### src/rtl/pc_pkg.sv
// Shared types and default constants for the program-counter sequencer.
package pc_pkg;

    localparam int unsigned XLEN_DEF        = 64;
    localparam int unsigned INSTR_BYTES_DEF = 4;
    localparam logic [63:0] RESET_VECTOR_DEF = 64'h0;
    localparam logic [63:0] TRAP_VECTOR_DEF  = 64'h100;

    typedef enum logic {
        RUN  = 1'b0,
        HALT = 1'b1
    } pc_state_e;

endpackage : pc_pkg

### src/rtl/pc_sequencer_if.sv
// Request/response bundle between the branch unit (master) and the PC sequencer (slave).
interface pc_sequencer_if #(
    parameter int unsigned XLEN = 64
);
    logic            enable;
    logic            redirect_valid;
    logic [XLEN-1:0] redirect_target;
    logic            trap_req;
    logic            trap_ret;
    logic            halt_req;
    logic            resume;
    logic [XLEN-1:0] pc;
    logic [XLEN-1:0] pc_plus;
    logic [XLEN-1:0] epc;
    logic            halted;
    logic            misaligned;

    modport master (
        output enable, redirect_valid, redirect_target, trap_req, trap_ret, halt_req, resume,
        input  pc, pc_plus, epc, halted, misaligned
    );

    modport slave (
        input  enable, redirect_valid, redirect_target, trap_req, trap_ret, halt_req, resume,
        output pc, pc_plus, epc, halted, misaligned
    );
endinterface : pc_sequencer_if

### src/rtl/pc_next_sel.sv
// Combinational next-PC/EPC priority mux with optional misaligned-target trapping.
// Feature macro: PC_MISALIGN_TRAP_EN.
module pc_next_sel
    import pc_pkg::*;
#(
    parameter int unsigned     XLEN        = XLEN_DEF,
    parameter logic [XLEN-1:0] TRAP_VECTOR = XLEN'(TRAP_VECTOR_DEF),
    parameter int unsigned     INSTR_BYTES = INSTR_BYTES_DEF
) (
    input  pc_state_e       state,
    input  logic            enable,
    input  logic            redirect_valid,
    input  logic [XLEN-1:0] redirect_target,
    input  logic            trap_req,
    input  logic            trap_ret,
    input  logic [XLEN-1:0] pc,
    input  logic [XLEN-1:0] epc,
    output logic [XLEN-1:0] pc_plus_c,
    output logic [XLEN-1:0] pc_next_c,
    output logic [XLEN-1:0] epc_next_c,
    output logic            misaligned_c
);

    logic target_bad;

    assign pc_plus_c = pc + XLEN'(INSTR_BYTES);

`ifdef PC_MISALIGN_TRAP_EN
    assign target_bad = (redirect_target % XLEN'(INSTR_BYTES)) != '0;
`else
    assign target_bad = 1'b0;
`endif

    // Trap entry beats everything; HALT only honours trap entry.
    always_comb begin
        pc_next_c    = pc;
        epc_next_c   = epc;
        misaligned_c = 1'b0;
        if (trap_req) begin
            pc_next_c  = TRAP_VECTOR;
            epc_next_c = pc;
        end else if (state == RUN) begin
            if (trap_ret) begin
                pc_next_c = epc;
            end else if (redirect_valid && enable) begin
                if (target_bad) begin
                    pc_next_c    = TRAP_VECTOR;
                    epc_next_c   = redirect_target;
                    misaligned_c = 1'b1;
                end else begin
                    pc_next_c = redirect_target;
                end
            end else if (enable) begin
                pc_next_c = pc_plus_c;
            end
        end
    end

endmodule : pc_next_sel

### src/rtl/pc_sequencer.sv
// Program-counter sequencer: architectural PC/EPC registers and RUN/HALT control.
// Feature macro: PC_MISALIGN_TRAP_EN (handled in pc_next_sel).
module pc_sequencer
    import pc_pkg::*;
#(
    parameter int unsigned     XLEN         = XLEN_DEF,
    parameter logic [XLEN-1:0] RESET_VECTOR = XLEN'(RESET_VECTOR_DEF),
    parameter logic [XLEN-1:0] TRAP_VECTOR  = XLEN'(TRAP_VECTOR_DEF),
    parameter int unsigned     INSTR_BYTES  = INSTR_BYTES_DEF
) (
    input  logic            clk,
    input  logic            reset,
    pc_sequencer_if.slave   bus
);

    pc_state_e       state_q, state_d;
    logic [XLEN-1:0] pc_q, pc_d;
    logic [XLEN-1:0] epc_q, epc_d;
    logic            halted_q, halted_d;
    logic            misaligned_q, misaligned_d;

    logic [XLEN-1:0] pc_plus_c;
    logic [XLEN-1:0] pc_next_c;
    logic [XLEN-1:0] epc_next_c;
    logic            misaligned_c;

    pc_next_sel #(
        .XLEN        (XLEN),
        .TRAP_VECTOR (TRAP_VECTOR),
        .INSTR_BYTES (INSTR_BYTES)
    ) u_next_sel (
        .state           (state_q),
        .enable          (bus.enable),
        .redirect_valid  (bus.redirect_valid),
        .redirect_target (bus.redirect_target),
        .trap_req        (bus.trap_req),
        .trap_ret        (bus.trap_ret),
        .pc              (pc_q),
        .epc             (epc_q),
        .pc_plus_c       (pc_plus_c),
        .pc_next_c       (pc_next_c),
        .epc_next_c      (epc_next_c),
        .misaligned_c    (misaligned_c)
    );

    // Next state: halt after the current update; resume or trap entry leaves HALT.
    always_comb begin
        state_d      = state_q;
        pc_d         = pc_next_c;
        epc_d        = epc_next_c;
        misaligned_d = misaligned_c;
        unique case (state_q)
            RUN:  if (bus.halt_req) state_d = HALT;
            HALT: if (bus.trap_req || bus.resume) state_d = RUN;
            default: state_d = RUN;
        endcase
        halted_d = (state_d == HALT);
    end

    always_ff @(posedge clk) begin
        if (reset) begin
            state_q      <= RUN;
            pc_q         <= RESET_VECTOR;
            epc_q        <= '0;
            halted_q     <= 1'b0;
            misaligned_q <= 1'b0;
        end else begin
            state_q      <= state_d;
            pc_q         <= pc_d;
            epc_q        <= epc_d;
            halted_q     <= halted_d;
            misaligned_q <= misaligned_d;
        end
    end

    assign bus.pc         = pc_q;
    assign bus.pc_plus    = pc_plus_c;
    assign bus.epc        = epc_q;
    assign bus.halted     = halted_q;
    assign bus.misaligned = misaligned_q;

endmodule : pc_sequencer

### src/flat_wrapper.sv
// flat-port wrapper written by rule: the top's interface ports become plain ports
module pc_sequencer_flat import pc_pkg::*;
#(
    parameter int unsigned     XLEN         = XLEN_DEF,
    parameter logic [XLEN-1:0] RESET_VECTOR = XLEN'(RESET_VECTOR_DEF),
    parameter logic [XLEN-1:0] TRAP_VECTOR  = XLEN'(TRAP_VECTOR_DEF),
    parameter int unsigned     INSTR_BYTES  = INSTR_BYTES_DEF
)
  (clk, reset, bus_enable, bus_redirect_valid, bus_redirect_target, bus_trap_req, bus_trap_ret, bus_halt_req, bus_resume, bus_pc, bus_pc_plus, bus_epc, bus_halted, bus_misaligned);
  pc_sequencer_if #(.XLEN(XLEN)) bus_i ();
  input  logic clk;
  input  logic reset;
  input wire logic [$bits(bus_i.enable)-1:0] bus_enable;
  input wire logic [$bits(bus_i.redirect_valid)-1:0] bus_redirect_valid;
  input wire logic [$bits(bus_i.redirect_target)-1:0] bus_redirect_target;
  input wire logic [$bits(bus_i.trap_req)-1:0] bus_trap_req;
  input wire logic [$bits(bus_i.trap_ret)-1:0] bus_trap_ret;
  input wire logic [$bits(bus_i.halt_req)-1:0] bus_halt_req;
  input wire logic [$bits(bus_i.resume)-1:0] bus_resume;
  output wire logic [$bits(bus_i.pc)-1:0] bus_pc;
  output wire logic [$bits(bus_i.pc_plus)-1:0] bus_pc_plus;
  output wire logic [$bits(bus_i.epc)-1:0] bus_epc;
  output wire logic [$bits(bus_i.halted)-1:0] bus_halted;
  output wire logic [$bits(bus_i.misaligned)-1:0] bus_misaligned;
  assign bus_i.enable = bus_enable;
  assign bus_i.redirect_valid = bus_redirect_valid;
  assign bus_i.redirect_target = bus_redirect_target;
  assign bus_i.trap_req = bus_trap_req;
  assign bus_i.trap_ret = bus_trap_ret;
  assign bus_i.halt_req = bus_halt_req;
  assign bus_i.resume = bus_resume;
  assign bus_pc = bus_i.pc;
  assign bus_pc_plus = bus_i.pc_plus;
  assign bus_epc = bus_i.epc;
  assign bus_halted = bus_i.halted;
  assign bus_misaligned = bus_i.misaligned;
  pc_sequencer #(.XLEN(XLEN), .RESET_VECTOR(RESET_VECTOR), .TRAP_VECTOR(TRAP_VECTOR), .INSTR_BYTES(INSTR_BYTES)) u_core (.clk(clk), .reset(reset), .bus(bus_i));
endmodule
### config.mk
export PLATFORM = sky130hd
export DESIGN_NAME = pc_sequencer_flat
export DESIGN_NICKNAME = d
export VERILOG_FILES = /design/src/rtl/pc_pkg.sv /design/src/rtl/pc_sequencer_if.sv /design/src/rtl/pc_next_sel.sv /design/src/rtl/pc_sequencer.sv /design/src/flat_wrapper.sv
export SDC_FILE = /design/constraint.sdc
export NUM_CORES = 1
export LEC_CHECK = 0
export ABC_AREA = 1
export BUFFER_PORTS_ARGS = -buffer_cell sky130_fd_sc_hd__buf_2
export CAP_MARGIN = 5
export CORE_UTILIZATION = 52
export DETAILED_ROUTE_END_ITERATION = 7
export MAX_ROUTING_LAYER = met4
export PLACE_DENSITY = 0.8
export SYNTH_ARGS = -nofsm -noshare
export SYNTH_HDL_FRONTEND = slang
export SYNTH_SLANG_ARGS = --single-unit
### constraint.sdc
create_clock -name clk -period 2.2 [get_ports clk]
set_clock_uncertainty 0.1 [all_clocks]
set_input_delay 0.11 -clock clk [delete_from_list [all_inputs] [get_ports clk]]
set_output_delay 0.11 -clock clk [all_outputs]
set_load 0.005 [all_outputs]
==> results.ini <==
[global_routing]
track_usage_pct = 41.2
grt_pass1_wl_um = 50000
antenna_found_initial = 0
grt_max_degree = 72
grt_pass1_vias = 9344
grt.overflow.total = 0

[yosys]
ys_types = 33
ys_ff_latch = 129
synth_ff_type = dfxtp_1
synth_edf_count = 0
yosys.area.top_type = dfxtp_1
synth-seq-area-share_pct = 32.5
synth_area_leaders = dfxtp_1 32%, nand2_1 19%, nor2_1 11%, a21oi_1 7.9%, o21ai_0 6.6%
ys_warn_count = 0
syn_avg_cell_area_um2 = 6.02
synth_cells = 1319
synth.cell_area_um2 = 7950
synthArstFlopShare_pct = 0
synth_top_area_share_pct = 32.5
yosysMostFrequentCell = nand2_1
yosys-top-cells-count = 399 x nand2_1, 242 x nor2_1, 129 x dfxtp_1, 126 x a21oi_1, 105 x o21ai_0
synth_nets = 1392

[clocking]
clkLatencyLatePin_ns = 0.43
cts_num_sinks = 129
cts_max_level = 4
clock_path_buffers = 2
path_clk_slew_ns = 0.06
root_buffer = clkbuf_16
numCtsBuffers = 17
cts_tree = done

[floorplanning]
die_w_um = 126
core_area_um2 = 14700
start_util_pct = 54.1
die-area_um2 = 15800
rows = 44
num_io_pins = 266
die_y_um = 126

[sta]
hold_viol = 0
setup_violations = 9
tightest_slew_ns = 0.667
rsz0062_at_grt = true
fin_setup_tns_ns = -0.204
min_period_ns = 2.29
fmax_mhz = 436
layout_setup_ws_ns = -0.0946
whs_ns = 0.000770
fin_crit_sh_pct = 104
max-slew-margin-rel_pct = 55.5
slew_violations = 0

[drt]
remaining_drc_errors = 21
dr.pass1.iters = 8
drt_first_iter_violations = 1185
vias = 10400
totalWireLength_um = 32600
vias_per_cell = 5.58
ant_nets = 0
wl_per_cell_um = 17.5

[pwr]
p_sw_mw = 1.91
clkPwrFrac_pct = 45.5
ir_worst_vdd_mv = 0.645
power_frac_comb_pct = 16.3
cellLeakagePower_nw = 5.62
power.density_nw_per_um2 = 565
p_int_mw = 4.85
netSwitchingFraction_pct = 28.3
power_mw = 6.76
power_frac_seq_pct = 38.2

[place]
gp_congestion = 0.971
place_ws_ns = 0.124
placedInstanceArea_um2 = 9660
numPortBuffers = 264
dp_hpwl_um = 21600

[worst_setup_path]
critical_path_arrival_ns = 2.08
worstReg2RegEnd = u_core.bus.pc[20]$_SDFFE_PP0P_
r2r_slack_ns = 0.15
end_kind = output pin
reg2reg_depth = 11
rr_startpoint = u_core.bus.pc[2]$_SDFFE_PP0P_
cp.required_ns = 1.99
cp_max_fo = 6
crit_path_end = bus_pc_plus[52]
critPathKind = register to output pin
worstSetupStartpoint = u_core.bus.pc[2]$_SDFFE_PP0P_
cp_cell_sequence = ha_4 -> nand2_4 -> nor2_8 -> buf_6 -> nand3b_1 -> nor2_4 -> nand4_1 -> nand2_2 -> buf_2
critPathSlowestCell = dfxtp_4
critPathMaxStageDelay_ns = 0.37
cp-start-kind = register

[outcome]
violations = DRC, setup timing
outcome = finished with violations

[final_layout]
finalNetCount = 1735
diodes = 0
fillers = 1053
syn_to_final_growth_pct = 50.6
final_area_um2 = 12000
drive_gt1_share_pct = 37.3

[flow_run]
drv_cap = 0

[worst_hold_path]
hp-class = input pin to register
hold-path-cell-count = 7

per-stage QoR:
step | utilization, % | std cells
6_report | 81.4 | 1859
5_1_grt | 81.4 | 1859
4_1_cts | 75.7 | 1840
3_5_place_dp | 65.7 | 1747
3_3_place_gp | 65.7 | 1747
2_1_floorplan | - | 1319
power groups by stage:
stage	Clock [mW]	Combinational [mW]	Sequential, mW
CTS	3.06	1.04	2.58
finish	3.08	1.10	2.58
global placement	0	0.958	2.62
global route	3.17	1.21	2.59
floorplan	0	0.535	2.61
detailed placement	0	0.967	2.62
cells by family after synthesis:
family	Yosys count	synth area share, %
and+or+nand+nor	753	39.7
buffers and inverters	155	7.59
DFF	129	32.5
adders and majority gates	1	0.157
other	1	0.0472
AOI/OAI and AO/OA	248	16.1
xor gates and xnor gates	32	3.90
state kept, by name, summed over array words and instances (netlist names), named ones only:
name            cells
u_core.bus.epc     64
u_core.state_q      1
u_core.bus.pc      62
cell usage in the layout (no fill, tap or decap), drive strengths merged:
master	count
bufinv	4
and2	11
dlygate4sd3	44
o21ai	108
clkinvlp	4
nand3b	2
a31oi	2
a21oi	130
o211ai	5
clkbuf	20
or2	2
inv	88
nand3	53
nand4	9
xor2	20
o211a	1
clkinv	3
o21bai	2
nor2	262
nand2	414
xnor2	12
ha	1
conb	1
buf	348
dfxtp	129
layer usage:
metal,global-route usage (%),up-vias,routed length [um]
met3,7.39,127,2950
li1,-,4863,-
met4,17.1,0,1180
met1,51.9,4746,13200
met5,-,-,0
met2,65.2,632,15200
area by class of cell:
class / instances / area (um2) / area share [%]
Inverter: 87 / 329 / 2.75
Clock buffer: 20 / 447 / 3.73
Multi-Input combinational cell: 1035 / 5520 / 46.2
Clock inverter: 12 / 181 / 1.52
Tap cell: 184 / 230 / 1.92
Sequential cell: 129 / 2680 / 22.4
Timing Repair Buffer: 392 / 2570 / 21.5
worst min path at each step:
stage / startpoint / endpoint / slack (ns)
finish: bus_redirect_target[52] / u_core.bus.pc[52]$_SDFFE_PP0P_ / 0.0008
global route: bus_redirect_target[42] / u_core.bus.pc[42]$_SDFFE_PP0P_ / 0.04
CTS: bus_redirect_target[35] / u_core.bus.pc[35]$_SDFFE_PP0P_ / 0.0005
detailed placement: reset / u_core.bus.pc[8]$_SDFFE_PP0P_ / 0.20
global placement: reset / u_core.bus.pc[8]$_SDFFE_PP0P_ / 0.21
floorplan: reset / u_core.bus.pc[8]$_SDFFE_PP0P_ / 0.08
worst max-delay path: cells and delay by family, from the launching register on:
family                   cells  cell delay (ns)
adder cells (fa/ha/maj)      1             0.14
buffers and inverters        2             0.23
AND/OR/NAND/NOR              6             0.92
flip-flops                   1             0.37
timing repair:
| action | CTS | global route |
|---|---|---|
| pin swaps | 19 | 73 |
| buffers inserted | 17 | 20 |
| gates resized for setup | 100 | 198 |
| endpoints found under the setup margin | 48 | 49 |
| hold buffers | 44 | 0 |
| hold endpoints to repair | 43 | 0 |
No activity file was read; power rests on OpenSTA's default activity.
